<file path="src/rtl/dsd_pkg.sv">
// Shared definitions for the round-robin decoder arbiter.
//   state_e    : arbiter FSM encoding (IDLE / GRANT / GAP)
//   NO_GRANT_N : active-low grant bank value when nobody owns the decoder
//   RST_LAST   : priority pointer after reset (requester 0 wins first)
//   dec2to4_n  : active-low 2-to-4 decode of a select value
package dsd_pkg;

  typedef enum logic [1:0] {
    IDLE  = 2'b00,
    GRANT = 2'b01,
    GAP   = 2'b10
  } state_e;

  localparam logic [3:0] NO_GRANT_N = 4'hF;
  localparam logic [1:0] RST_LAST   = 2'd3;

  function automatic logic [3:0] dec2to4_n(input logic [1:0] sel);
    return ~(4'b0001 << sel);
  endfunction

endpackage

</file>
<file path="src/rtl/rr_decoder_arbiter_pick4.sv">
// rr_pick4: combinational round-robin priority picker for four requesters.
//   req   : level requests, bit i = requester i
//   last  : index of the most recent owner (lowest priority this round)
//   idx   : chosen requester, searched last+1, last+2, last+3, last (mod 4)
//   valid : 1 when any request is present
module rr_pick4 (
  input  logic [3:0] req,
  input  logic [1:0] last,
  output logic [1:0] idx,
  output logic       valid
);

  logic [1:0] cand;

  always_comb begin
    idx   = '0;
    valid = 1'b0;
    cand  = '0;
    for (int unsigned k = 1; k <= 4; k++) begin
      cand = last + 2'(k);
      if (!valid && req[cand]) begin
        idx   = cand;
        valid = 1'b1;
      end
    end
  end

endmodule

</file>
<file path="src/rtl/rr_decoder_arbiter.sv">
// rr_decoder_arbiter: shares one 2-to-4 decoder bank between four requesters.
//   clk, rst : system clock, synchronous active-high reset
//   req      : level requests from the four sources
//   A, B     : registered decoder select (owner index bits 1 and 0)
//   En_n     : active-low decoder enable, low only in GRANT
//   grant_n  : active-low one-hot grant (decoder output), 4'hF when idle
//   busy     : high in GRANT and GAP
//   timeout  : one-cycle pulse in the GAP following a forced release
// Each owner holds at most MAX_HOLD cycles and is followed by a one-cycle
// dead gap plus an IDLE cycle before the next grant.
module rr_decoder_arbiter
  import dsd_pkg::*;
#(
  parameter int unsigned MAX_HOLD = 8,
  parameter int unsigned HOLD_W   = 8
) (
  input  logic       clk,
  input  logic       rst,
  input  logic [3:0] req,
  output logic       A,
  output logic       B,
  output logic       En_n,
  output logic [3:0] grant_n,
  output logic       busy,
  output logic       timeout
);

  state_e            state_q, state_d;
  logic [1:0]        sel_q, sel_d;
  logic              en_n_q, en_n_d;
  logic [3:0]        grant_n_q, grant_n_d;
  logic              busy_q, busy_d;
  logic              timeout_q, timeout_d;
  logic [HOLD_W-1:0] hold_q, hold_d;
  logic [1:0]        last_q, last_d;

  logic [1:0]        pick_idx;
  logic              pick_valid;

  rr_pick4 u_pick (
    .req   (req),
    .last  (last_q),
    .idx   (pick_idx),
    .valid (pick_valid)
  );

  always_comb begin
    state_d   = state_q;
    sel_d     = sel_q;
    en_n_d    = en_n_q;
    busy_d    = busy_q;
    timeout_d = 1'b0;
    hold_d    = hold_q;
    last_d    = last_q;
    unique case (state_q)
      IDLE: begin
        if (pick_valid) begin
          state_d = GRANT;
          sel_d   = pick_idx;
          last_d  = pick_idx;
          en_n_d  = 1'b0;
          busy_d  = 1'b1;
          hold_d  = '0;
        end
      end
      GRANT: begin
        // The owner is always last_q while granted; a dropped request wins
        // over the hold limit so a coincident release is reported voluntary.
        if (!req[last_q]) begin
          state_d = GAP;
          en_n_d  = 1'b1;
        end else if (hold_q == HOLD_W'(MAX_HOLD - 1)) begin
          state_d   = GAP;
          en_n_d    = 1'b1;
          timeout_d = 1'b1;
        end else begin
          hold_d = hold_q + 1'b1;
        end
      end
      GAP: begin
        state_d = IDLE;
        busy_d  = 1'b0;
      end
      default: begin
        state_d = IDLE;
        en_n_d  = 1'b1;
        busy_d  = 1'b0;
      end
    endcase
    grant_n_d = en_n_d ? NO_GRANT_N : dec2to4_n(sel_d);
  end

  always_ff @(posedge clk) begin
    if (rst) begin
      state_q   <= IDLE;
      sel_q     <= '0;
      en_n_q    <= 1'b1;
      grant_n_q <= NO_GRANT_N;
      busy_q    <= 1'b0;
      timeout_q <= 1'b0;
      hold_q    <= '0;
      last_q    <= RST_LAST;
    end else begin
      state_q   <= state_d;
      sel_q     <= sel_d;
      en_n_q    <= en_n_d;
      grant_n_q <= grant_n_d;
      busy_q    <= busy_d;
      timeout_q <= timeout_d;
      hold_q    <= hold_d;
      last_q    <= last_d;
    end
  end

  assign A       = sel_q[1];
  assign B       = sel_q[0];
  assign En_n    = en_n_q;
  assign grant_n = grant_n_q;
  assign busy    = busy_q;
  assign timeout = timeout_q;

endmodule

</file>
<file path="config.mk">
export PLATFORM = sky130hd
export DESIGN_NAME = rr_decoder_arbiter
export DESIGN_NICKNAME = d
export VERILOG_FILES = /design/src/rtl/dsd_pkg.sv /design/src/rtl/rr_decoder_arbiter_pick4.sv /design/src/rtl/rr_decoder_arbiter.sv
export SDC_FILE = /design/constraint.sdc
export NUM_CORES = 1
export LEC_CHECK = 0
export BUFFER_PORTS_ARGS = -buffer_cell sky130_fd_sc_hd__buf_2
export CAP_MARGIN = 10
export CORE_ASPECT_RATIO = 1.1
export CORE_MARGIN = 4
export CORE_UTILIZATION = 40
export DETAILED_ROUTE_END_ITERATION = 16
export PLACE_DENSITY = 0.68
export SYNTH_ARGS = -nofsm -noshare
export SYNTH_HDL_FRONTEND = slang
export SYNTH_SLANG_ARGS = --single-unit
</file>
<file path="constraint.sdc">
create_clock -name clk -period 2.6 [get_ports clk]
set_clock_uncertainty 0.2 [all_clocks]
set_input_delay 0.39 -clock clk [delete_from_list [all_inputs] [get_ports clk]]
set_output_delay 0.39 -clock clk [all_outputs]
set_load 0.1 [all_outputs]
</file>
==> results of run 1 <==
## state kept, by name, summed over array words and instances, names as in the netlist
register,count
sel_q,2
busy,1
last_q,2
grant_n,4
hold_q,8
En_n,1
timeout,1
state_q,2
## stage by stage
stage	hold WS, ns	instances	utilization	total power, W
after floorplan	0.2534	105	-	0.0006310
after global placement	0.2684	149	0.4566	0.0006801
after detailed placement	0.2756	149	0.4566	0.0006843
after CTS	0.1755	153	0.4672	0.0008383
after global routing	0.1921	153	0.4672	0.0008761
final	0.1902	153	0.4672	0.0008255
## routing by layer
layer,track usage,up-vias,wire [um]
li1,-,426,-
met1,0.1414,397,852
met2,0.2459,20,1073
met3,0.04403,4,101
met4,0.04746,0,26
met5,0,-,0
## report_power, final
group          total, W  internal (W)  switching [W]  leakage, nW
sequential     0.000373      0.000350      0.0000238        0.172
clock          0.000150     0.0000597      0.0000901       0.0150
combinational  0.000302     0.0000819       0.000220        0.244
## path summary, 6_finish.rpt
kind	from	to	slack, ns	cells past startpoint
hold reg to reg	busy	busy	0.29	2
setup / recovery	hold_q[0]	hold_q[7]	0.52	5
hold / removal	rst	busy	0.19	2
setup reg to reg	hold_q[0]	hold_q[7]	0.52	5
## cells in the mapped netlist
cell type | instances | area (um^2)
sky130_fd_sc_hd__a211o_2 | 1 | 10.01
sky130_fd_sc_hd__a211oi_1 | 1 | 7.510
sky130_fd_sc_hd__a21o_1 | 2 | 15.01
sky130_fd_sc_hd__a21oi_1 | 9 | 45.04
sky130_fd_sc_hd__a221o_1 | 1 | 10.01
sky130_fd_sc_hd__a221oi_4 | 1 | 26.28
sky130_fd_sc_hd__a2bb2oi_1 | 1 | 8.760
sky130_fd_sc_hd__and2_1 | 1 | 6.260
sky130_fd_sc_hd__and2b_2 | 1 | 8.760
sky130_fd_sc_hd__and3_1 | 1 | 6.260
sky130_fd_sc_hd__and3b_2 | 1 | 10.01
sky130_fd_sc_hd__and4b_1 | 1 | 10.01
sky130_fd_sc_hd__and4bb_2 | 1 | 12.51
sky130_fd_sc_hd__clkbuf_1 | 1 | 3.750
sky130_fd_sc_hd__dfxtp_1 | 21 | 420.4
sky130_fd_sc_hd__ha_1 | 1 | 12.51
sky130_fd_sc_hd__inv_1 | 3 | 11.26
sky130_fd_sc_hd__mux4_1 | 1 | 26.28
sky130_fd_sc_hd__mux4_2 | 1 | 22.52
sky130_fd_sc_hd__nand2_1 | 4 | 15.01
sky130_fd_sc_hd__nand2_2 | 1 | 6.260
sky130_fd_sc_hd__nand2b_1 | 9 | 56.30
sky130_fd_sc_hd__nand3_1 | 5 | 25.02
sky130_fd_sc_hd__nand3b_1 | 1 | 7.510
sky130_fd_sc_hd__nand4_1 | 1 | 6.260
sky130_fd_sc_hd__nand4bb_1 | 1 | 11.26
sky130_fd_sc_hd__nor2_1 | 8 | 30.03
sky130_fd_sc_hd__nor2b_1 | 1 | 6.260
sky130_fd_sc_hd__nor3_1 | 1 | 5.000
sky130_fd_sc_hd__nor3b_1 | 1 | 7.510
sky130_fd_sc_hd__o2111ai_2 | 1 | 15.01
sky130_fd_sc_hd__o211ai_1 | 1 | 7.510
sky130_fd_sc_hd__o211ai_4 | 1 | 21.27
sky130_fd_sc_hd__o21ai_0 | 6 | 30.03
sky130_fd_sc_hd__o21ai_2 | 1 | 8.760
sky130_fd_sc_hd__o31ai_1 | 1 | 7.510
sky130_fd_sc_hd__o41ai_2 | 1 | 16.27
sky130_fd_sc_hd__or3_1 | 3 | 18.77
sky130_fd_sc_hd__or3_2 | 1 | 7.510
sky130_fd_sc_hd__or3b_1 | 1 | 8.760
sky130_fd_sc_hd__or4_1 | 2 | 15.01
sky130_fd_sc_hd__or4bb_1 | 1 | 11.26
sky130_fd_sc_hd__xor2_1 | 2 | 17.52
## area by class of cell
type                    instances  share of cell area
well taps                      31             0.03326
flip-flops and latches         21              0.3605
repair buffers                 14             0.06009
multi-input cells              80              0.5139
clock buffers                   4             0.02253
inverters                       3            0.009657
## cell families (layout without fill, tap and decap cells)
kind of cell | count (synthesis) | count (layout)
XOR/XNOR | 2 | 2
flip-flops | 21 | 21
AND/OR/NAND/NOR | 47 | 47
AO/OA/AOI/OAI | 28 | 28
buffers and inverters | 4 | 21
adder cells (fa/ha/maj) | 1 | 1
multiplexers | 2 | 2
==> flow_summary.toml, run 1 <==
[cts]
post_cts.repair.setup_buffers = 0
cts_tree = "yes"
cts.hold.buffers_added = 0
clock_insertion_delay_worst_skew_ns = 0.29
cts_resized = 0
numClockSinks = 21
clkTransAtPathRegs_ns = 0.11
clock-root-buffer = "sky130_fd_sc_hd__clkbuf_4"
numCtsBuffers = 3
ctsHtreeMaxLevel = 1
clk_path_buf_depth = 2

[yosys]
synth_nets = 112
post_synthesis_compound_gate_area_fraction = 0.2213
synth_top_family_by_area = "simple AND/OR/NAND/NOR gates"
syn_avg_cell_area_um2 = 9.855
gate_count_post_synth = 105
yosysSeqAreaShare = 0.4063
total_number_of_yosys_warnings = 0
synth_cell_types = 43
mux_share_of_post_synthesis_cell_area = 0.04716
synth_xor_xnor_area_share = 0.01693
synth_area_um2 = 1035
synth-seq-cells = 21
synth_area_in_simple_gates = 0.2817
yosys.area_share.adder = 0.01209

[timing]
timing.final.max_slew_violations = 0
fmaxAchievable_mhz = 479.8
finalHoldViolations = 0
finalWorstPathRequiredPeriod_ns = 2.084
worst_slew_pin_slew_ns = 0.4910
grt_setup_unrepaired = "no"
finalSetupViolations = 0
maxSlewHeadroom = 0.6691
tns_ns = 0
layout_worst_path_cycle_share = 0.8016
worst_slack_ns = 0.5158

[routing]
drt_drc_violations_left = 0
routed_wire_length_per_instance_um = 13.42
detailroute.via_count = 847
drt.antenna.violating_nets = 0
route.detailed.vias_per_inst = 5.536
wl_mm = 2.054
detail_route.iter0.violations = 15
drt-pass1-iter-count = 4

[final_layout]
final.fill_count = 254
flow.area_growth_from_synthesis_pct = 12.70
num-nets-final = 130
diodes = 0
most_frequent_standard_cell_in_the_layout_excluding_fill_and_tap_cells = "sky130_fd_sc_hd__dfxtp_1"
drive_above_1_share = 0.2377
multi_input_area_um2 = 599.3
finish.instance_area_um2 = 1166
layout.area.seq_um2 = 420.4
most-common-layout-cells = "21 x sky130_fd_sc_hd__dfxtp_1, 14 x sky130_fd_sc_hd__buf_2, 9 x sky130_fd_sc_hd__nand2b_1, 9 x sky130_fd_sc_hd__a21oi_1, 8 x sky130_fd_sc_hd__nor2_1"

[run]
maxCapViolCount = 0

[power]
ir_worst_vdd_uv = 597.7
power.leakage_nw = 0.4307
power-per-cell-area_nw_per_um2 = 707.9

[global_route]
grt_start_max_net_pins = 12
overflow = 0
grt_first_pass_wirelength_mm = 3.588
first_global_vias = 856
grt.total_usage = 0.1321
grt_antenna_before_repair = 0

[status]
outcome = "completed"

[floorplanning]
placeableCoreArea_um2 = 2496
dieArea_um2 = 3466
pin_count = 15
initial_core_util = 0.4145
die_y_um = 61.35
core_rows = 19
die_span_x_um = 56.50

[setup_path]
kind_of_end_point_of_the_critical_path = "flip-flop"
worst-path-buf-inv = 0
critical_path.top_delay_family = "simple AND/OR/NAND/NOR gates"
critPathRequiredTime_ns = 2.63
crit_path_top_delay_cell = "sky130_fd_sc_hd__or4bb_1"
worst_path_largest_cell_delay_ns = 0.62
path_cells = "ha_1 -> or4bb_1 -> o2111ai_2 -> o21ai_0 -> a21oi_1"
critical_path.startpoint_type = "flip-flop"
critical_path_arrival_ns = 2.12
critical_path.max_fanout = 5
crit_type = "flip-flop to flip-flop"

[min_path]
holdCritPathClass = "primary input to flip-flop"

[placement]
dp_hpwl_mm = 1.608
routabilityCongestion = 0.7565
dpl-instance-area_um2 = 1140
placement.setup.worst_slack_ns = 0.4134
buffer_ports.inserted = 14
(Power assumes the default switching activity.)
==> inputs of run 2 (changes only) <==
ABC_AREA = 1   (was not set)
PLACE_DENSITY = 0.7   (was 0.68)
clock period = 1.8 ns   (was 2.6 ns; I/O delays follow)
==> flow_summary.toml, run 2 <==
[status]
outcome = "completed"

[cts]
cts_tree = "yes"
clk_path_buf_depth = 2
ctsHtreeMaxLevel = 1
clock_insertion_delay_worst_skew_ns = 0.31
cts.hold.buffers_added = 0
clkTransAtPathRegs_ns = 0.13
clock-root-buffer = "sky130_fd_sc_hd__clkbuf_4"
numClockSinks = 21
numCtsBuffers = 3

[yosys]
total_number_of_yosys_warnings = 0
cell_types_with_the_largest_area_share_after_synthesis = "sky130_fd_sc_hd__dfxtp_1 36%, sky130_fd_sc_hd__nand2_1 14%, sky130_fd_sc_hd__nor2_1 7.4%"
async_flop_share = 0
gate_count_post_synth = 172
syn_avg_cell_area_um2 = 6.787
ys_dominant_reg_cell = "sky130_fd_sc_hd__dfxtp_1"
dominant_cell_by_count_in_the_synthesized_netlist = "sky130_fd_sc_hd__nand2_1"
synth_cell_types = 26
synth-seq-cells = 21
yosysSeqAreaShare = 0.3601
ys_top_cells_by_count = "45 x sky130_fd_sc_hd__nand2_1, 23 x sky130_fd_sc_hd__nor2_1, 21 x sky130_fd_sc_hd__dfxtp_1"
synthDominantCellAreaShare = 0.3601
synth_edf_count = 0
synth_area_um2 = 1167
synth.largest_area_cell = "sky130_fd_sc_hd__dfxtp_1"
synth_nets = 179

[setup_path]
critPathRequiredTime_ns = 1.82
cp-startpoint = "last_q[0]"
kind_of_end_point_of_the_critical_path = "flip-flop"
setup.worst_path.end = "grant_n[1]"
r2r_setup_slack_ns = 0.06
critical_path.startpoint_type = "flip-flop"
critical_path.max_fanout = 6
crit_type = "flip-flop to flip-flop"
r2r_start = "last_q[0]"
critical_path_arrival_ns = 1.75
r2r_cells = 13
critical_path.reg2reg.endpoint = "grant_n[1]"

[routing]
routed_wire_length_per_instance_um = 10.96
drt.antenna.violating_nets = 0
detailroute.via_count = 1165
drt-pass1-iter-count = 4
route.detailed.vias_per_inst = 4.895
drt_drc_violations_left = 0
wl_mm = 2.608
detail_route.iter0.violations = 41

[timing]
maxSlewHeadroom = 0.6740
finalHoldWorstSlack_ns = 0.06969
finalWorstPathRequiredPeriod_ns = 1.736
finalSetupViolations = 0
timing.final.max_slew_violations = 0
grt_setup_unrepaired = "yes"
worst_slew_pin_slew_ns = 0.4924
finalHoldViolations = 0
layout_worst_path_cycle_share = 0.9647
fmaxAchievable_mhz = 575.9

[final_layout]
multi_input_area_um2 = 737.0
largest_register_ffs = 8
most_frequent_standard_cell_in_the_layout_excluding_fill_and_tap_cells = "sky130_fd_sc_hd__nand2_1"
layout.area.seq_um2 = 427.9
top_register = "hold_q"
final.fill_count = 273
most-common-layout-cells = "37 x sky130_fd_sc_hd__nand2_1, 20 x sky130_fd_sc_hd__nor2_1, 17 x sky130_fd_sc_hd__dfxtp_1"
drive_above_1_share = 0.3902
num-nets-final = 213
diodes = 0
flow.area_growth_from_synthesis_pct = 31.62
layoutNonFillerInstCount = 238

[power]
power-per-cell-area_nw_per_um2 = 1996
ir_worst_vdd_uv = 1341
power.leakage_nw = 0.7149

[global_route]
first_global_vias = 1081
overflow = 0
grt_antenna_before_repair = 0
grt_first_pass_wirelength_mm = 4.333
grt_start_max_net_pins = 13
grt.total_usage = 0.1415

[placement]
routabilityCongestion = 0.8130
dp_hpwl_mm = 1.938
placed_cells_incl_taps = 232
buffer_ports.inserted = 14

[run]
maxCapViolCount = 0

[min_path]
holdCritPathClass = "primary input to flip-flop"

[floorplanning]
core_rows = 20
placeableCoreArea_um2 = 2778
pin_count = 15
die_y_um = 64.66
dieArea_um2 = 3848
initial_core_util = 0.4203
die_span_x_um = 59.51
==> run 2: cell types whose count changed in the layout (fill, tap and decap cells not counted), sizes merged, moves of 9 or more <==
cell,before,now
inv,3,23
nor2,8,25
nand2b,9,0
nand2,5,55
buf,14,31
nand3,5,17
==> run 2: area by class of cell <==
class,instances,area share
Clock buffer,3,0.01466
Clock inverter,1,0.003257
Inverter,23,0.06596
Multi-Input combinational cell,126,0.4796
Sequential cell,21,0.2785
Tap cell,33,0.02687
Timing Repair Buffer,31,0.1311
==> run 2: worst min path at each step <==
stage | startpoint | end | slack (ns) | cells past startpoint
finish | rst | hold_q[5] | 0.07 | 2
global route | rst | hold_q[6] | 0.09 | 2
CTS | rst | hold_q[5] | 0.08 | 2
detailed placement | busy | busy | 0.26 | 2
global placement | busy | busy | 0.26 | 2
floorplan | rst | last_q[1] | 0.24 | 2
==> run 2: per-stage QoR <==
stage            util  setup WS [ns]  power [W]  TNS [ns]  area (um^2)
2_1_floorplan       -         0.1051   0.002123         0         1167
3_3_place_gp   0.4955       -0.07136   0.002534   -0.3176         1376
3_5_place_dp   0.4955        -0.1124   0.002537   -0.9273         1376
4_1_cts        0.5072       0.008328   0.002783         0         1409
5_1_grt        0.5532       -0.06229   0.003310   -0.6278         1536
6_report       0.5532        0.06357   0.003066         0         1536
==> run 2: critical path, stage by stage, from the launching register on <==
cell                      delay, ns
sky130_fd_sc_hd__dfxtp_4       0.39
sky130_fd_sc_hd__buf_6         0.13
sky130_fd_sc_hd__nand2_2       0.06
sky130_fd_sc_hd__nand2_2       0.06
sky130_fd_sc_hd__nand2_2       0.06
sky130_fd_sc_hd__nand2_2       0.07
sky130_fd_sc_hd__nor2_4        0.13
sky130_fd_sc_hd__nand3_4       0.12
sky130_fd_sc_hd__nand2_8       0.13
sky130_fd_sc_hd__inv_8         0.05
sky130_fd_sc_hd__nand2_4       0.07
sky130_fd_sc_hd__nand2_4       0.06
sky130_fd_sc_hd__inv_4         0.06
sky130_fd_sc_hd__nand3_2       0.05
==> run 2: timing repair <==
item / 4_1_cts / 5_1_grt
buffers inserted: 0 / 2
cloned: 0 / 0
resized for setup: 2 / 37
endpoints found under the setup margin: 17 / 18
pin swaps: 0 / 9
==> run 2: cells by family after synthesis <==
group,after synthesis,share of synthesized area
xor gates and xnor gates,3,0.02251
and+or+nand+nor,105,0.4330
buffers and inverters,25,0.09109
adders and majority gates,1,0.01072
AOI/OAI and AO/OA,17,0.08253
DFF,21,0.3601
==> run 2: routing by layer <==
metal	wire [um]	up-vias	GRT usage
met3	58	2	0.02390
met2	1436	9	0.2541
li1	-	615	-
met5	0	-	0
met4	15	0	0.04155
met1	1098	539	0.1679
==> run 2: power breakdown <==
group | switching [W] | internal (W)
sequential | 0.0000809 | 0.000594
combinational | 0.00151 | 0.000644
clock | 0.000150 | 0.0000830
==> inputs of run 3 (changes only) <==
CORE_UTILIZATION = 33   (was 40)
PLACE_DENSITY = 0.59   (was 0.7)
clock period = 1.7 ns   (was 1.8 ns; I/O delays follow)
==> flow_summary.toml, run 3 (same netlist as run 2, synthesis figures left out) <==
[timing]
layout_worst_path_cycle_share = 1.033
finalSetupViolations = 14
grt_setup_unrepaired = "yes"
finalWorstPathRequiredPeriod_ns = 1.756
maxSlewHeadroom = 0.6785
worst_slew_pin_slew_ns = 0.4855
timing.final.max_slew_violations = 0
worst_slack_ns = -0.05570
fmaxAchievable_mhz = 569.6
finalHoldViolations = 0

[final_layout]
most-common-layout-cells = "27 x sky130_fd_sc_hd__nand2_1, 23 x sky130_fd_sc_hd__buf_4, 20 x sky130_fd_sc_hd__nor2_1"
most_frequent_standard_cell_in_the_layout_excluding_fill_and_tap_cells = "sky130_fd_sc_hd__nand2_1"
top_register = "hold_q"
finish.instance_area_um2 = 1744
layoutNonFillerInstCount = 263
largest_register_ffs = 8
flow.area_growth_from_synthesis_pct = 49.41
drive_above_1_share = 0.4884
num-nets-final = 223
diodes = 0

[floorplanning]
core_rows = 22
die_y_um = 70.38
placeableCoreArea_um2 = 3358
initial_core_util = 0.3476
die_span_x_um = 64.71
pin_count = 15
dieArea_um2 = 4554

[status]
outcome = "finished with violations"
violated_checks = "setup timing"

[cts]
ctsHtreeMaxLevel = 1
numCtsBuffers = 3
clkTransAtPathRegs_ns = 0.12
clock_insertion_delay_worst_skew_ns = 0.31
numClockSinks = 21
clock-root-buffer = "sky130_fd_sc_hd__clkbuf_4"
cts_tree = "yes"
clk_path_buf_depth = 2
cts.hold.buffers_added = 0

[min_path]
holdCritPathClass = "primary input to flip-flop"
min_path_cells = 2
worstHoldEndpoint = "hold_q[6]"
hold_start = "rst"

[setup_path]
cp_common_cell = "sky130_fd_sc_hd__nand2_4"
r2r_start = "last_q[0]"
crit_type = "flip-flop to flip-flop"
r2r_setup_slack_ns = -0.06
critical_path.top_delay_family = "simple AND/OR/NAND/NOR gates"
worst_path_largest_cell_delay_ns = 0.39
critical_path_arrival_ns = 1.76
crit_path_top_delay_cell = "sky130_fd_sc_hd__dfxtp_4"
critical_path.reg2reg.endpoint = "grant_n[1]"
r2r_cells = 13
worst-path-buf-inv = 3
critPathRequiredTime_ns = 1.71
kind_of_end_point_of_the_critical_path = "flip-flop"
path_cells = "buf_6 -> nand2_4 -> nand2_4 -> nand2_4 -> nand2_4 -> nor2_4 -> nand3_4 -> nand2_8 -> inv_8 -> nand2_4 -> nand2_4 -> inv_4 -> nand3_1"
critical_path.max_fanout = 7
critical_path.startpoint_type = "flip-flop"

[global_route]
overflow = 0
grt_start_max_net_pins = 13
grt.total_usage = 0.1279
first_global_vias = 1132
grt_antenna_before_repair = 0
grt_first_pass_wirelength_mm = 4.733

[power]
ir_worst_vdd_uv = 619.2
power-per-cell-area_nw_per_um2 = 2095
finalPower_w = 0.003654
power.leakage_nw = 0.8128

[run]
maxCapViolCount = 0

[placement]
routabilityCongestion = 0.8304
dp_hpwl_mm = 2.046
dpl-instance-area_um2 = 1448
placed_cells_incl_taps = 254
buffer_ports.inserted = 14

[routing]
wl_mm = 2.999
routed_wire_length_per_instance_um = 11.40
route.detailed.vias_per_inst = 4.601
drt-pass1-iter-count = 7
drt_drc_violations_left = 0
detailroute.via_count = 1210
detail_route.iter0.violations = 50
drt.antenna.violating_nets = 0
==> run 3: cell types whose count changed in the layout (fill, tap and decap cells not counted), sizes merged <==
cell	change
buf	+9
nand2	+1
==> run 3: routing by layer <==
| metal | share of wire | vias to the layer above | track usage | wire [um] |
|---|---|---|---|---|
| li1 | - | 633 | - | - |
| met3 | 0.027 | 7 | 0.02412 | 80 |
| met5 | 0 | - | 0 | 0 |
| met2 | 0.54 | 17 | 0.2250 | 1616 |
| met4 | 0.021 | 0 | 0.04460 | 63 |
| met1 | 0.41 | 553 | 0.1524 | 1239 |
==> run 3: repair_timing <==
action | in CTS | in global routing
endpoints found under the hold margin | 0 | 0
endpoints found under the setup margin | 19 | 19
cloned | 0 | 1
buffers inserted | 3 | 1
pin swaps | 8 | 22
resized for setup | 18 | 51
==> run 3: final cells by class <==
type,count,area (um^2)
clock buffers,3,22.52
clock inverters,1,5.005
fillers,355,1614
inverters,23,108.9
multi-input cells,127,843.3
flip-flops and latches,21,427.9
well taps,48,60.06
repair buffers,40,276.5
==> run 3: worst max path at each step <==
stage	from	to	slack (ns)	cells past startpoint
after floorplan	last_q[0]	grant_n[0]	0.005	13
after global placement	last_q[0]	grant_n[0]	-0.20	11
after detailed placement	last_q[0]	hold_q[1]	-0.22	11
after CTS	last_q[0]	grant_n[1]	-0.05	13
after global routing	hold_q[0]	hold_q[7]	-0.16	10
final	last_q[0]	grant_n[1]	-0.06	13
==> run 3: through the flow <==
stage	TNS (ns)	util	hold WS, ns	worst slack, ns
6_report	-0.4527	0.5194	0.08256	-0.05570
5_1_grt	-2.259	0.5194	0.08823	-0.1630
2_1_floorplan	0	-	0.2215	0.005130
3_5_place_dp	-3.158	0.4311	0.2598	-0.2150
3_3_place_gp	-2.461	0.4311	0.2588	-0.2019
4_1_cts	-0.4424	0.4590	0.07866	-0.04650
==> run 3: worst reg2reg max path, cell delays in order (launching register included) <==
cell	delay, ns
sky130_fd_sc_hd__dfxtp_4	0.39
sky130_fd_sc_hd__buf_6	0.14
sky130_fd_sc_hd__nand2_4	0.07
sky130_fd_sc_hd__nand2_4	0.06
sky130_fd_sc_hd__nand2_4	0.08
sky130_fd_sc_hd__nand2_4	0.06
sky130_fd_sc_hd__nor2_4	0.10
sky130_fd_sc_hd__nand3_4	0.11
sky130_fd_sc_hd__nand2_8	0.15
sky130_fd_sc_hd__inv_8	0.06
sky130_fd_sc_hd__nand2_4	0.08
sky130_fd_sc_hd__nand2_4	0.06
sky130_fd_sc_hd__inv_4	0.06
sky130_fd_sc_hd__nand3_1	0.05
==> run 3: report_power, final <==
part	switching, W	internal (W)
Combinational	0.00179	0.000887
Sequential	0.000111	0.000630
Clock	0.000152	0.0000878
Total	0.00205	0.00161
